$ cat config.mk
export PLATFORM = sky130hd
export DESIGN_NAME = syn_lb_host_bridge
export DESIGN_NICKNAME = d
export VERILOG_FILES = /design/src/rtl/syn_lb_host_bridge.sv
export SDC_FILE = /design/constraint.sdc
export NUM_CORES = 1
export LEC_CHECK = 0
export CORE_MARGIN = 8
export CORE_UTILIZATION = 39
export DETAILED_ROUTE_END_ITERATION = 8
export PLACE_DENSITY = 0.82
export SLEW_MARGIN = 20
export SYNTH_ARGS = -nofsm -noshare
export SYNTH_HDL_FRONTEND = slang
export SYNTH_SLANG_ARGS = --single-unit
$ cat constraint.sdc
create_clock -name clk_ir -period 3.6 [get_ports clk_ir]
set_clock_uncertainty 0.05 [all_clocks]
set_input_delay 0.72 -clock clk_ir [delete_from_list [all_inputs] [get_ports clk_ir]]
set_output_delay 0.72 -clock clk_ir [all_outputs]
set_load 0.05 [all_outputs]
$ cat src/rtl/syn_lb_host_bridge.sv
// Host-command to local-bus bridge: one outstanding transaction, completion wait with
// timeout, and a response held until the host takes it.
module syn_lb_host_bridge #(
  parameter int unsigned                  P_LB_DWIDTH = 32,
  parameter int unsigned                  P_LB_AWIDTH = 16,
  parameter int unsigned                  P_TIMEOUT   = 64,
  parameter logic [P_LB_DWIDTH-1:0]       P_ERR_DATA  = 32'hDEAD_DEAD
) (
  input  logic                   clk_ir,
  input  logic                   rst_ih,
  input  logic                   cmd_valid_ih,
  output logic                   cmd_ready_oh,
  input  logic                   cmd_wr_ih,
  input  logic [P_LB_AWIDTH-1:0] cmd_addr_id,
  input  logic [P_LB_DWIDTH-1:0] cmd_data_id,
  output logic                   rsp_valid_oh,
  input  logic                   rsp_ready_ih,
  output logic                   rsp_wr_oh,
  output logic                   rsp_err_oh,
  output logic [P_LB_DWIDTH-1:0] rsp_data_od,
  output logic                   lb_rd_en_oh,
  output logic                   lb_wr_en_oh,
  output logic [P_LB_AWIDTH-1:0] lb_addr_od,
  output logic [P_LB_DWIDTH-1:0] lb_wr_data_od,
  input  logic                   lb_rd_valid_ih,
  input  logic                   lb_wr_valid_ih,
  input  logic [P_LB_DWIDTH-1:0] lb_rd_data_id,
  output logic                   busy_oh,
  output logic [15:0]            timeout_cnt_od
);

  typedef enum logic [1:0] {StIdle, StIssue, StWait, StResp} state_e;

  localparam logic [7:0] LastWaitCnt = 8'(P_TIMEOUT - 1);

  state_e                   state_q, state_d;
  logic [7:0]               wait_cnt_q, wait_cnt_d;
  logic                     cmd_ready_q, cmd_ready_d;
  logic                     wr_q, wr_d;
  logic [P_LB_AWIDTH-1:0]   addr_q, addr_d;
  logic [P_LB_DWIDTH-1:0]   wdata_q, wdata_d;
  logic                     rsp_wr_q, rsp_wr_d;
  logic                     rsp_err_q, rsp_err_d;
  logic [P_LB_DWIDTH-1:0]   rsp_data_q, rsp_data_d;
  logic [15:0]              tcnt_q, tcnt_d;
  logic                     done;

  // Next-state, command capture, completion/timeout handling and response capture.
  always_comb begin
    state_d     = state_q;
    wait_cnt_d  = wait_cnt_q;
    wr_d        = wr_q;
    addr_d      = addr_q;
    wdata_d     = wdata_q;
    rsp_wr_d    = rsp_wr_q;
    rsp_err_d   = rsp_err_q;
    rsp_data_d  = rsp_data_q;
    tcnt_d      = tcnt_q;
    // Only the valid matching the transaction direction counts as completion.
    done        = wr_q ? lb_wr_valid_ih : lb_rd_valid_ih;
    case (state_q)
      StIdle: begin
        if (cmd_valid_ih && cmd_ready_q) begin
          state_d = StIssue;
          wr_d    = cmd_wr_ih;
          addr_d  = cmd_addr_id;
          wdata_d = cmd_data_id;
        end
      end
      StIssue: begin
        state_d    = StWait;
        wait_cnt_d = '0;
      end
      StWait: begin
        if (done) begin
          // Completion wins over a timeout landing in the same cycle.
          state_d    = StResp;
          rsp_wr_d   = wr_q;
          rsp_err_d  = 1'b0;
          rsp_data_d = wr_q ? '0 : lb_rd_data_id;
        end else if (wait_cnt_q == LastWaitCnt) begin
          state_d    = StResp;
          rsp_wr_d   = wr_q;
          rsp_err_d  = 1'b1;
          rsp_data_d = wr_q ? '0 : P_ERR_DATA;
          if (tcnt_q != 16'hFFFF) tcnt_d = tcnt_q + 16'd1;
        end else begin
          wait_cnt_d = wait_cnt_q + 8'd1;
        end
      end
      StResp: begin
        if (rsp_ready_ih) state_d = StIdle;
      end
      default: state_d = StIdle;
    endcase
    // Registered so ready stays low during reset and rises on the first edge after it.
    cmd_ready_d = (state_d == StIdle);
  end

  // State and datapath registers with asynchronous reset.
  always_ff @(posedge clk_ir or posedge rst_ih) begin
    if (rst_ih) begin
      state_q     <= StIdle;
      wait_cnt_q  <= '0;
      cmd_ready_q <= 1'b0;
      wr_q        <= 1'b0;
      addr_q      <= '0;
      wdata_q     <= '0;
      rsp_wr_q    <= 1'b0;
      rsp_err_q   <= 1'b0;
      rsp_data_q  <= '0;
      tcnt_q      <= '0;
    end else begin
      state_q     <= state_d;
      wait_cnt_q  <= wait_cnt_d;
      cmd_ready_q <= cmd_ready_d;
      wr_q        <= wr_d;
      addr_q      <= addr_d;
      wdata_q     <= wdata_d;
      rsp_wr_q    <= rsp_wr_d;
      rsp_err_q   <= rsp_err_d;
      rsp_data_q  <= rsp_data_d;
      tcnt_q      <= tcnt_d;
    end
  end

  // Outputs decoded from registered state only.
  always_comb begin
    cmd_ready_oh   = cmd_ready_q;
    rsp_valid_oh   = (state_q == StResp);
    rsp_wr_oh      = rsp_wr_q;
    rsp_err_oh     = rsp_err_q;
    rsp_data_od    = rsp_data_q;
    lb_rd_en_oh    = (state_q == StIssue) && !wr_q;
    lb_wr_en_oh    = (state_q == StIssue) && wr_q;
    lb_addr_od     = addr_q;
    lb_wr_data_od  = wdata_q;
    busy_oh        = (state_q != StIdle);
    timeout_cnt_od = tcnt_q;
  end

endmodule

==> run summary, run 1 <==
Summed over all layers, the routed wires come to 12,340 um. For the part of the power in registers, the log shows 31.2%. Global routing finished with a remaining overflow of 0. The path with the worst hold slack has its endpoint at rsp_data_od[29]$_DFFE_PP0P_.

Once detail routing completed, the nets flagged for antenna violations numbered 0. Most frequently used flop master after synthesis: sky130_fd_sc_hd__dfrtp_1. The endpoint required time on the critical path is 2.83 ns, and the switching power as a share of total power is 46.29%. The run gives 3,867 as the number of global-route vias before repair. The number of antenna cells inserted is 0, and the average cell area after synthesis is 12.27 sq um. Summing every instance area after synthesis gives 4662 sq um. For flop-to-flop paths, the worst setup slack is 1.06 ns. Counting flops and latches in the post-synthesis netlist gives 110. The setup path with the least slack is of type reg2out. The floorplan die area came out at 15,710 sq um. TritonCTS built the clock tree. Ranked by total cell area, the synthesized netlist is headed by sky130_fd_sc_hd__dfrtp_1, sky130_fd_sc_hd__mux2_2, sky130_fd_sc_hd__nand2_1, sky130_fd_sc_hd__o31ai_1, sky130_fd_sc_hd__nor2b_1. At the end of routability-driven placement, the weighted congestion stood at 0.7558. In the final routed layout, each cell accounts on average for 17.21 um. From left edge to right edge, the die measures 125.3 um. For the synthesized instance count, the log shows 380. Of the cells placed in the final design, the portion with a size suffix greater than 1 is 14.91%.

Buffers added to address setup during post-CTS repair amount to 0. The tree built by TritonCTS fans out to 110 sinks. The tools report the master cell of the clock root buffer as sky130_fd_sc_hd__clkbuf_16.

The top cell type by total area after synthesis was sky130_fd_sc_hd__dfrtp_1. In this run the count of I/O pins placed on the die edge is 190. The clock buffer count from CTS is 9, and the effective utilization at floorplan is 39.30%. The sequential share of the synthesized area is 59.04%.

The H-tree generated during clock tree synthesis spans 3 levels. Class of the tightest hold or removal check: reg2reg. STA classifies the critical path endpoint as a primary output.

The highest achievable clock rate was 0.3431 GHz; the internal power consumption was 3385 uW. Fraction of registers with async set/reset: 100.0%. Setup repair after global routing left no endpoint under its margin. The run finished with clean final reports. The floorplan step set the die height to 125.3 um.

The cell row count is 40. The first global-routing pass estimated 20,130 um of wire. The count of filler cells inserted in the layout is 982.

For the clock insertion delay at the later pin of the skew report, the log shows 0.34 ns. The largest net degree at the start of global routing is 111, and the maximum buffer depth of the clock tree is 2. The routed layout has 3,536 vias. During synthesis, Yosys emitted a total of 0 warnings. The run gives 14.6% as the clock network fraction of design power.

The most repeated cell in the gate-level netlist after synthesis was sky130_fd_sc_hd__dfrtp_1. Counting distinct cell types in the post-synthesis netlist gives 41. The logs give 2917 uW for the net switching power figure and 9297 um for the total half-perimeter wirelength after legalization and detailed placement. The number of hold-slack violations in the final timing report came out at 0. In the routed design, unresolved DRC markers number 0. The start point of the worst hold path was rsp_data_od[29]$_DFFE_PP0P_.

Sorting the synthesized cells by how often they occur yields sky130_fd_sc_hd__dfrtp_1, sky130_fd_sc_hd__mux2_2, sky130_fd_sc_hd__nand2_1. The core region is 11,860 sq um. The start of the worst register-to-register path was wr_q$_DFFE_PP0P_.

The final critical path takes up 80.97% of the cycle. Across all hold checks on the routed design, the worst slack comes to 0.4212 ns. Counting I/O delays and the setup requirement, the final critical path takes 2.915 ns.

Headroom to the max-slew limit came out at 54.20%. The detailed-routing iteration count for the pre-antenna-repair pass came out at 4. Global routing used 15.91% of the available tracks across all layers. The cell area power density is 902.1 nW/um^2, and the detailed-route vias per instance is 4.932.

The depth of the worst hold-timing path is 2, and the worst reg-to-reg path cell count is 6. The synthesized design contains 0 enable-type register cells. STA puts the critical path data arrival time at 2.14 ns.

During placement, the flow inserted port buffers numbering 189. The worst setup path is launched from a flip-flop. Setup violations remaining at the end of the flow were counted as 0. Along the worst path, the maximum fanout reaches 6. IR analysis of the VDD net gives a maximum drop of 0.0004926 V.

At the end of the flow, the number of nets in the layout was 655. The share of total power dissipated in combinational logic is 54.2%. Initial antenna violation count: 0.

For the post-synth net total, the log shows 469. After clock tree synthesis, the flow added hold-fix buffers numbering 0. The logs give 0 for the post-cts gate resize count and 0.003030 uW for the leakage dissipation.

In this run the critical register-to-register path is captured at timeout_cnt_od[7]$_DFFE_PP0P_. In this run, the number of DRC markers left after iteration 0 of detailed routing was 245. The tools report the count of final max-slew check failures as 0. In the final timing run, aggregate negative setup slack is 0 ns. The total of max-cap violations came out at 0.

At the pin with the least slew margin, the transition time is 0.6856 ns. The post-synthesis to final-layout area growth was 49.84%; the fraction of post-synthesis cell area in the top cell type by area was 59.04%. Clock-pin slew was measured on the worst setup and hold paths at 0.07 ns.
[placed cells by master (no fill, tap or decap), drive strengths merged]
master	n
nand4bb	1
o31ai	23
or2b	1
o311ai	1
nand3	21
clkinvlp	1
and2	2
clkinv	1
o211ai	1
a21oi	3
buf	6
or3	1
xor2	7
nor4	2
a21o	1
clkdlybuf4s50	189
nor2	11
ha	2
or4	1
nand2	50
nor3	2
mux2i	2
clkbuf	14
mux2	52
and4	2
nor2b	26
and3	7
o21ai	5
xnor2	11
dfrtp	110
nand2b	2
nand4	7
inv	5
[stage by stage]
stage / worst slack [ns] / std cells / util, % / instance area [sq um] / total power [uW]
final: 0.6852 / 717 / 58.89 / 6985 / 6302
after global routing: 0.5881 / 717 / 58.89 / 6985 / 6598
after CTS: 0.6743 / 717 / 58.89 / 6985 / 6376
after detailed placement: 0.8445 / 702 / 56.62 / 6716 / 5432
after global placement: 0.8490 / 702 / 56.62 / 6716 / 5344
after floorplan: 1.288 / 380 / - / 4666 / 4208
[critical path, cell delays in order (launching register included)]
cell and delay (ns):
sky130_fd_sc_hd__dfrtp_1 0.45, sky130_fd_sc_hd__nor2b_1 0.36, sky130_fd_sc_hd__and2_1 0.18, sky130_fd_sc_hd__clkdlybuf4s50_1 0.81
[worst max-delay path by stage]
stage,slack [ns],end,cells after the start,from
floorplan,1.29,timeout_cnt_od[7]$_DFFE_PP0P_,6,timeout_cnt_od[0]$_DFFE_PP0P_
global placement,0.85,timeout_cnt_od[5]$_DFFE_PP0P_,6,lb_rd_valid_ih
detailed placement,0.84,timeout_cnt_od[7]$_DFFE_PP0P_,6,lb_rd_valid_ih
CTS,0.67,lb_wr_en_oh,3,state_q[0]$_DFF_PP0_
global route,0.59,lb_wr_en_oh,3,state_q[0]$_DFF_PP0_
finish,0.69,lb_wr_en_oh,3,state_q[0]$_DFF_PP0_
[routing by layer]
metal | vias up | global-route usage (%) | part of all wire [%]
met5 | - | 0 | 0
met4 | 0 | 6.304 | 1.8
met3 | 16 | 6.800 | 8.6
met2 | 122 | 26.11 | 49
met1 | 1718 | 18.00 | 41
li1 | 1680 | - | -
[sequential cells by signal, indices dropped and copies added, names as in the netlist]
name / count
rsp_wr_oh: 1
rsp_data_od: 32
wait_cnt_q: 8
lb_wr_data_od: 32
state_q: 2
lb_addr_od: 16
wr_q: 1
cmd_ready_oh: 1
timeout_cnt_od: 16
rsp_err_oh: 1
[cells by family (layout without fill, tap and decap cells)]
kind of cell    Yosys count  count (layout)  share of synthesized area (%)
compound gates           34              34                          5.180
mux                      54              54                          13.23
buf+inv                  26             216                          2.603
flops                   110             110                          59.04
simple gates            136             136                          15.86
fa+ha+maj                 2               2                         0.5367
xor+xnor                 18              18                          3.543
[final cells by class]
| class | count | area [sq um] | share of cell area [%] |
|---|---|---|---|
| flip-flops and latches | 110 | 2753 | 39.41 |
| repair buffers | 195 | 1962 | 28.09 |
| multi-input cells | 244 | 1792 | 25.65 |
| clock buffers | 14 | 264.0 | 3.779 |
| well taps | 147 | 183.9 | 2.633 |
| inverters | 6 | 26.28 | 0.3761 |
| clock inverters | 1 | 5.005 | 0.07165 |
[power by group through the flow]
stage                     Combinational (uW)  Sequential [uW]  Clock, uW
after floorplan                          797             3410          0
after global placement                  3380             1960          0
after detailed placement                3440             1990          0
after CTS                               3450             1970        949
after global routing                    3580             2030        992
final                                   3410             1970        919
Note: power is estimated with default switching activity, not from simulation.
==> run 2, diff against run 1 <==
- clock period: 3.6 -> 2.6 ns (I/O delays scaled with it)
==> run summary, run 2 (synthesis results as in run 1) <==
For the clock network fraction of design power, the log shows 15.1%. In this run the vertical extent of the chip is 125.3 um. The multi-input combinational cells in the finished layout cover a total of 1792 sq um.

The worst hold path belongs to the class reg2reg. In this run the power spent charging and discharging nets is 4052 uW. The number of DRC markers after the initial detailed-route iteration is 229, and the ratio of final minimum period to clock period is 91.04%. In the final routed layout, each cell accounts on average for 16.95 um. The number of remaining DRC errors is 0, and the overall power of the completed layout is 8814 uW. The first global-routing pass estimated 20,080 um of wire.

The run gives 11,860 sq um as the area of the core. At the later pin of the worst-skew pair, clock insertion delay measures 0.35 ns. The switching power as a share of total power is 45.98%. TritonCTS built the clock tree. No sink is reached through more buffers than the 2 on the longest clock path.

The die covers 15,710 sq um. Measured against its own limit, the worst slew margin works out to 62.45%. Routability-driven placement finished with a final weighted congestion of 0.7695. The run gives 30.7% as the part of the power in registers.

The largest fanout on the critical path was 6. Most frequent standard cell in the layout excluding fill and tap cells: sky130_fd_sc_hd__clkdlybuf4s50_1. The worst reg-to-reg path cell count works out to 6.

STA puts the critical path data required time at 2.03 ns. Path type of the worst setup path: reg2out. The run finished with clean final reports.

The count of filler cells inserted in the layout is 968, and the highest achievable clock rate is 0.4225 GHz. The worst register-to-register path ends at rsp_data_od[27]$_DFFE_PP0P_. Summed over all nets, the half-perimeter wirelength after detailed placement is 9413 um.

The internal power consumption is 4762 uW. In the layout the commonest cells are sky130_fd_sc_hd__clkdlybuf4s50_1, sky130_fd_sc_hd__dfrtp_1, sky130_fd_sc_hd__mux2_2. Category of the worst setup path capture point: a primary output. The combinational fraction of design power was 54.2%.

Setup repair after global routing left no endpoint under its margin. The tools report the number of H-tree levels as 3. In the final layout, flip-flops and latches occupy 2753 sq um. The tools report the I/O pin total as 190.

After floorplanning, the core was divided into 40 placement rows. In this run the power density over the cells is 1252 nW/um^2. For the detailed-routing iteration count for the pre-antenna-repair pass, the log shows 4. The number of input and output port buffers inserted was 189. Start of the worst register-to-register path: wait_cnt_q[0]$_DFFE_PP0P_.

The most critical setup path has its startpoint at state_q[1]$_DFF_PP0_. Startpoint class of the critical path: a flip-flop. The most critical setup path has its endpoint at rsp_valid_oh.

The routed layout has 3,582 vias. The leakage dissipation was 0.003064 uW; the internal reg-to-reg setup slack was 0.46 ns. The buffers inserted during post-CTS setup optimization came out at 0. The number of nets with antenna violations after routing is 0.

In the global route stage, overall resource usage came out at 15.92%. In this run, CTS created clock tree buffers numbering 9. Setup violations remaining at the end of the flow were counted as 0.

The cell sitting at the root of the clock tree is a sky130_fd_sc_hd__clkbuf_16. From left edge to right edge, the die measures 125.3 um. Gates resized during post-CTS repair numbered 0.

The tools report the count of final max-slew check failures as 0. The number of hold buffers added after CTS was 0. The number of antenna cells inserted is 0, and the number of hold-slack violations in the final timing report is 0. The clock net in this run drives a total of 110 sinks. Of the cells placed in the final design, the portion with a size suffix greater than 1 is 15.88%. Initial antenna violation count: 0. The run gives 68 as the largest net degree at the start of global routing. The depth of the worst hold-timing path is 2, and the minimum clock period after layout is 2.367 ns. After detailed routing, the total wire length is 12,210 um. Remaining global-route overflow: 0. The effective utilization at floorplan is 39.30%. The tool flagged a number of max-cap violations equal to 0. The number of global-route vias before repair is 3,899, and the transition time at the pin with the least slew margin is 0.5614 ns.

Summed over all failing endpoints, the final setup total negative slack is 0 ns. The worst-case IR drop observed on VDD is 0.0007190 V. The clock-pin slew of the registers on the worst-case setup and hold paths is 0.07 ns. The detailed-route vias per instance was 4.975; the endpoint arrival time on the critical path was 1.80 ns. The number of nets at the end of the flow was 658. The post-synthesis to final-layout area growth is 51.02%.
==> run 2: worst min-delay path by stage <==
stage / slack [ns] / startpoint / to
2_1_floorplan: 0.44 / wait_cnt_q[0]$_DFFE_PP0P_ / wait_cnt_q[0]$_DFFE_PP0P_
3_3_place_gp: 0.40 / rsp_data_od[29]$_DFFE_PP0P_ / rsp_data_od[29]$_DFFE_PP0P_
3_5_place_dp: 0.41 / rsp_data_od[22]$_DFFE_PP0P_ / rsp_data_od[22]$_DFFE_PP0P_
4_1_cts: 0.42 / rsp_data_od[22]$_DFFE_PP0P_ / rsp_data_od[22]$_DFFE_PP0P_
5_1_grt: 0.44 / rsp_data_od[22]$_DFFE_PP0P_ / rsp_data_od[22]$_DFFE_PP0P_
6_report: 0.42 / rsp_data_od[22]$_DFFE_PP0P_ / rsp_data_od[22]$_DFFE_PP0P_
==> run 2: final cells by class <==
| type | instances | share of cell area [%] |
|---|---|---|
| clock inverter | 4 | 0.6931 |
| multi-input combinational | 244 | 25.45 |
| inverter | 6 | 0.3732 |
| timing repair buffer | 198 | 28.47 |
| sequential | 110 | 39.10 |
| tap | 147 | 2.612 |
| clock buffer | 11 | 3.305 |
==> run 2: power by group through the flow <==
stage,Combinational (uW),Sequential (uW),Clock [uW]
after CTS,4830,2720,1370
after global routing,5010,2790,1430
final,4770,2710,1330
after global placement,4750,2700,0
after detailed placement,4820,2740,0
after floorplan,1100,4720,0
==> run 2: worst max-delay path, cell delays in order, from the launching register on <==
cell and delay, ns:
sky130_fd_sc_hd__dfrtp_1 0.44, sky130_fd_sc_hd__nand2_1 0.09, sky130_fd_sc_hd__inv_1 0.08, sky130_fd_sc_hd__clkdlybuf4s50_1 0.84
==> run 2: per-layer routing <==
| layer | up-vias | part of all wire (%) | global-route usage [%] |
|---|---|---|---|
| li1 | 1685 | - | - |
| met1 | 1736 | 39 | 17.23 |
| met2 | 140 | 49 | 25.95 |
| met3 | 21 | 11 | 7.395 |
| met4 | 0 | 2.4 | 7.736 |
| met5 | - | 0 | 0 |
==> run 2: through the flow <==
| step | instances | hold slack (ns) | util [%] | worst slack [ns] | area, sq um |
|---|---|---|---|---|---|
| 2_1_floorplan | 380 | 0.4354 | - | 0.2877 | 4666 |
| 3_3_place_gp | 705 | 0.4011 | 56.98 | 0.03713 | 6759 |
| 3_5_place_dp | 705 | 0.4079 | 56.98 | 0.02681 | 6759 |
| 4_1_cts | 720 | 0.4236 | 59.36 | 0.2073 | 7041 |
| 5_1_grt | 720 | 0.4372 | 59.36 | 0.1365 | 7041 |
| 6_report | 720 | 0.4212 | 59.36 | 0.2331 | 7041 |
